File: src/rtl/verbus_arbiter.sv
// verbus_arbiter: round-robin arbiter sharing one slave bus between two requesters.
// Define VERBUS_ARBITER_TIMEOUT_EN to add a slave-timeout watchdog that force-completes stalled transfers.
module verbus_arbiter #(
  parameter int TIMEOUT_CYCLES = 16
) (
  input  logic        clk,
  input  logic        reset,
  input  logic        m0_valid,
  input  logic [31:0] m0_address,
  input  logic [3:0]  m0_wstrobe,
  input  logic [31:0] m0_wdata,
  output logic [31:0] m0_rdata,
  output logic        m0_ready,
  input  logic        m1_valid,
  input  logic [31:0] m1_address,
  input  logic [3:0]  m1_wstrobe,
  input  logic [31:0] m1_wdata,
  output logic [31:0] m1_rdata,
  output logic        m1_ready,
  output logic        s_valid,
  output logic [31:0] s_address,
  output logic [3:0]  s_wstrobe,
  output logic [31:0] s_wdata,
  input  logic [31:0] s_rdata,
  input  logic        s_ready,
  output logic        timeout_error
);
  typedef enum logic [1:0] {IDLE, BUSY_M0, BUSY_M1} state_t;
  state_t state, state_nx;
  logic last_m1, last_m1_nx;
  logic busy0, busy1, cur_valid, timeout_hit;
  if (TIMEOUT_CYCLES < 2 || TIMEOUT_CYCLES > 255) begin : g_bad_timeout
    $error("TIMEOUT_CYCLES must be within 2..255");
  end
  assign busy0     = state == BUSY_M0;
  assign busy1     = state == BUSY_M1;
  assign cur_valid = busy0 ? m0_valid : busy1 & m1_valid;
`ifdef VERBUS_ARBITER_TIMEOUT_EN
  localparam logic [7:0] WAIT_MAX = 8'(TIMEOUT_CYCLES - 1);
  logic [7:0] wait_cnt;
  logic       timeout_q;
  assign timeout_hit   = (busy0 | busy1) & ~s_ready & (wait_cnt == WAIT_MAX);
  assign timeout_error = timeout_q;
  // Counter is zero whenever IDLE, so every grant starts a fresh wait window
  always_ff @(posedge clk) begin
    if (reset) begin
      wait_cnt  <= '0;
      timeout_q <= 1'b0;
    end else begin
      wait_cnt  <= ((busy0 | busy1) & ~s_ready & ~timeout_hit) ? wait_cnt + 8'd1 : 8'd0;
      timeout_q <= timeout_q | timeout_hit;
    end
  end
`else
  assign timeout_hit   = 1'b0;
  assign timeout_error = 1'b0;
`endif
  always_comb begin
    state_nx   = state;
    last_m1_nx = last_m1;
    if (state == IDLE)
      state_nx = (m0_valid & (~m1_valid | last_m1)) ? BUSY_M0 : m1_valid ? BUSY_M1 : IDLE;
    else if (s_ready | timeout_hit) begin
      state_nx   = IDLE;
      last_m1_nx = busy1;
    end else if (!cur_valid)
      state_nx = IDLE;
  end
  always_ff @(posedge clk) begin
    if (reset) begin
      state   <= IDLE;
      last_m1 <= 1'b1;
    end else begin
      state   <= state_nx;
      last_m1 <= last_m1_nx;
    end
  end
  // A forced completion hides the cycle from the slave and returns zero data
  assign s_valid   = cur_valid & ~timeout_hit;
  assign s_address = busy0 ? m0_address : busy1 ? m1_address : '0;
  assign s_wstrobe = busy0 ? m0_wstrobe : busy1 ? m1_wstrobe : '0;
  assign s_wdata   = busy0 ? m0_wdata : busy1 ? m1_wdata : '0;
  assign m0_ready  = busy0 & (s_ready | timeout_hit);
  assign m1_ready  = busy1 & (s_ready | timeout_hit);
  assign m0_rdata  = (busy0 & ~timeout_hit) ? s_rdata : '0;
  assign m1_rdata  = (busy1 & ~timeout_hit) ? s_rdata : '0;
endmodule

File: config.mk
export PLATFORM = sky130hd
export DESIGN_NAME = verbus_arbiter
export DESIGN_NICKNAME = d
export VERILOG_FILES = /design/src/rtl/verbus_arbiter.sv
export SDC_FILE = /design/constraint.sdc
export NUM_CORES = 1
export LEC_CHECK = 0
export CAP_MARGIN = 20
export CORE_AREA = 2 2 119 121
export DETAILED_ROUTE_END_ITERATION = 10
export DIE_AREA = 0 0 121 123
export GPL_TIMING_DRIVEN = 1
export SLEW_MARGIN = 20
export SYNTH_ARGS = -nofsm -noshare
export SYNTH_HDL_FRONTEND = slang
export SYNTH_SLANG_ARGS = --single-unit
File: constraint.sdc
create_clock -name clk -period 1.5 [get_ports clk]
set_input_delay 0.225 -clock clk [delete_from_list [all_inputs] [get_ports clk]]
set_output_delay 0.225 -clock clk [all_outputs]
set_load 0.03 [all_outputs]
=== Word-level counts from Yosys, hierarchy flattened ===
Index checks and enable logic that the tools add are counted.
W data, S select, Z words.

* Output and inout port bits: 136
* Register bits after elaboration: 3
* Input port bits: 173

* Bitwise gates (word level): 7
* Equality and inequality tests: 3
* Reductions and logical operators: 2
* Muxes and demuxes: 14

{| class="wikitable"
|+ Operators by type and width
! kind !! count
|-
| $mux W32 || 6
|-
| $mux W2 || 5
|-
| $mux W4 || 2
|-
| $and A1 B1 Y1 || 4
|-
| $ne A3 B1 Y1 const B || 1
|-
| $eq A2 B1 Y1 const B || 1
|-
| $eq A2 B2 Y1 const B || 1
|-
| $logic_not A2 Y1 || 1
|-
| $not A1 Y1 || 2
|-
| $reduce_and A2 Y1 || 1
|-
| $mux W1 || 1
|-
| $or A1 B1 Y1 || 1
|}

=== Longest topological paths before layout ===
* Word-level depth: 6
* Mapped depth: 4

=== Least setup slack after synthesis ===
OpenSTA, ideal clock, no wires.

* Kind: reg-to-output
* Start point: register state[0]
* End point: output port s_address[0]
* Arrival: 1.128 ns
* Setup slack: 0.147 ns
* Cell stages (with the launch flop): 5
* Required time: 1.275 ns
* Buffers on the path: 2
* Cell sequence: dfxtp_1 -> nor2b_1 -> buf_4 -> buf_4 -> a22o_1

* Longest elaborated chain between the ends: 3
* Elaborated cells between the ends (all ways): 4

{| class="wikitable"
|+ Ends and longest elaborated chain
! item !! RTL line !! text
|-
| start: declaration || 29 || <nowiki>state_t state, state_nx;</nowiki>
|-
| start signal: assignment || 74 || <nowiki>state <= state_nx;</nowiki>
|-
| $eq A2 B2 Y1 || 36 || <nowiki>assign busy1 = state == BUSY_M1;</nowiki>
|-
| $mux W32 || 80 || <nowiki>assign s_address = busy0 ? m0_address : busy1 ? m1_address : '0;</nowiki>
|-
| $mux W32 (*) || 80 ||
|-
| end: declaration || 21 || <nowiki>output logic [31:0] s_address,</nowiki>
|}

Mark *: on every way between the ends. The rest lies on a longest branch, timed or not.

=== Worst setup path in the final report ===
* Start point: register state[0]
* End point: output port s_address[11]

The elaborated chain is that of the path after synthesis.

==> flow_summary.toml <==
[cts]
clk_path_buf_depth = 2
cts_made_buffers = 3
clk_latency_ns = 0.22
clkSlewWorstSetupHoldPaths_ns = 0.03
clock-sinks = 3
cts_hold_buf = 0
htreeDepth = 1
clock-root-buffer = "clkbuf_16"
cts_tree = "yes"

[global_routing]
grt_max_degree = 41
antenna_found_initial = 0
grt_pass1_vias = 2660
grt-ovfl-total = 0
grt_usage_pct = 13.7
grt_pass1_wl_um = 15900

[critical_path]
critPathMaxFanout = 40
cp-end-kind = "primary output"
critPathKind = "register to primary output"
cp.required_ns = 1.27
r2r_slack_ns = 0.41
worstPathArrival_ns = 1.46
cp-start-kind = "register"

[floorplanning]
fp.dieArea_um2 = 14900
ios = 309
start_util_pct = 9.79
core_um2 = 13600
die_w_um = 121
rows = 43
die_h_um = 123

[sta]
fin_crit_ns = 1.69
skew_ns = 0.00282
slew_viol_final = 0
max_freq_ghz = 0.593
fin_crit_sh_pct = 112
finalSetupViolations = 135
hold_violations = 0
rsz0062_at_grt = "true"
fin_ws_ns = -0.186

[final_layout]
diodes = 0
syn_to_final_growth_pct = 283
num-nets-final = 657
stdcell_count = 663
fin_util_pct = 37.5
drive_gt1_share_pct = 35.8
fillCellCount = 1394
final_area_um2 = 5110

[pwr]
ir_worst_vdd_mv = 0.675
p_leak_nw = 2.29
powerDensity_nw_per_um2 = 471

[synth]
yosysSeqAreaShare_pct = 4.51
synth_top_cell_by_area = "a22o_1"
ys_top_cells_by_count = "a22o_1 (69), and2_1 (67), buf_4 (9)"
syn_area_um2 = 1330
synthesis.nets = 346
yosysTopAreaCellShare_pct = 45.4
syn_area_per_cell_um2 = 7.70
async_flop_share_pct = 0
synth.most_common_cell = "a22o_1"
synth_edf_count = 0
netlist-cell-type-count = 16
syn-instance-count = 173
synth_ff_type = "dfxtp_1"
synth_seq_cells = 3
yosysWarningCount = 0
ys_top_cells_by_area = "a22o_1 (45%), and2_1 (31%), buf_6 (5.9%), buf_4 (5.1%), dfxtp_1 (4.5%)"

[detailed_routing]
vias = 2769
ant_nets = 0
viasPerCell = 4.18
drc = 0
wl_per_cell_um = 18.9
first_iter_violations = 117
drt_wl_total_um = 12500
dr.pass1.iters = 4

[placement]
hpwl_um = 9180
placed_area_um2 = 4330
placed_cells = 643
numPortBuffers = 307
place.gp.congestion = 1.05

[status]
violations = "setup timing"
status = "finished with violations"

[flow_run]
maxCapViolations = 0

[min_path]
worstHoldPathType = "register to register"
-- flip-flops by register name (all words and copies together) (netlist names) --
register,cells
state,2
last_m1,1
-- layout make-up --
class | instances | area [µm²] | share of cell area [%]
Multi-Input combinational cell | 146 | 1180 | 23.1
Clock buffer | 4 | 78.8 | 1.54
Timing Repair Buffer | 329 | 3560 | 69.6
Inverter | 1 | 3.75 | 0.0735
Tap cell | 180 | 225 | 4.41
Sequential cell | 3 | 61.3 | 1.20
-- logic make-up after synthesis --
family          after synthesis  synth area share (%)
other cells                   1                 0.281
compound gates               74                  48.1
flops                         3                  4.51
simple gates                 71                  33.4
buf+inv                      24                  13.7
-- layer usage --
layer	vias up	share of wire, %	track usage (%)
li1	1273	-	-
met5	-	0	0
met1	1268	36	16.7
met4	0	2.1	2.91
met2	206	50	24.1
met3	22	11	3.92
-- final timing paths --
check	depth (start not counted)	start	to
worst max-delay path	4	state[0]$_SDFFE_PP0P_	s_address[11]
worst min-delay path	2	last_m1$_SDFFE_PP1P_	state[0]$_SDFFE_PP0P_
worst max register to register	3	state[1]$_SDFFE_PP0P_	state[0]$_SDFFE_PP0P_
worst min register to register	2	last_m1$_SDFFE_PP1P_	state[0]$_SDFFE_PP0P_
-- cells in the final DEF (no fill, tap or decap) --
cell               n
conb_1             1
buf_8              3
nand2b_1           1
nor2b_4            1
inv_1              1
a22o_1            60
buf_16             4
buf_12            17
and2_4             1
and2_1            66
a21oi_1            2
buf_6             58
a2111oi_0          1
dfxtp_1            2
dfxtp_2            1
a22o_4             9
nor2b_1            1
clkbuf_1           1
and2b_4            1
clkdlybuf4s50_1  172
clkbuf_16         10
o21bai_1           1
buf_4             68
o211a_1            1
-- stage by stage --
step / TNS [ns] / power [W] / hold slack (ns) / worst slack, ns
2_1_floorplan: 0 / 0.000802 / 0.308 / 0.147
3_3_place_gp: 0 / 0.00167 / 0.471 / 0.0267
3_5_place_dp: -0.162 / 0.00168 / 0.503 / -0.0210
4_1_cts: -12.65 / 0.00229 / 0.502 / -0.174
5_1_grt: -22.27 / 0.00250 / 0.561 / -0.226
6_report: -13.77 / 0.00241 / 0.493 / -0.186
-- worst max-delay path, cell delays in order, from the launching register on --
cell	delay (ns)
dfxtp_2	0.31
and2b_4	0.32
buf_12	0.21
a22o_1	0.21
buf_6	0.14
-- report_power, final --
| group | leakage [nW] | total (W) | switching, W | internal (W) |
|---|---|---|---|---|
| clock | 0.0382 | 0.000421 | 0.0000704 | 0.000350 |
| sequential | 0.0250 | 0.0000895 | 0.00000378 | 0.0000857 |
| combinational | 2.23 | 0.00190 | 0.000847 | 0.00105 |
-- repair_timing --
| action | in CTS | in global routing |
|---|---|---|
| setup endpoints to repair | 135 | 135 |
| buffers inserted | 4 | 0 |
| gates cloned | 3 | 9 |
| pin swaps | 9 | 8 |
| gates resized for setup | 74 | 16 |
Note: power is estimated with default switching activity, not from simulation.
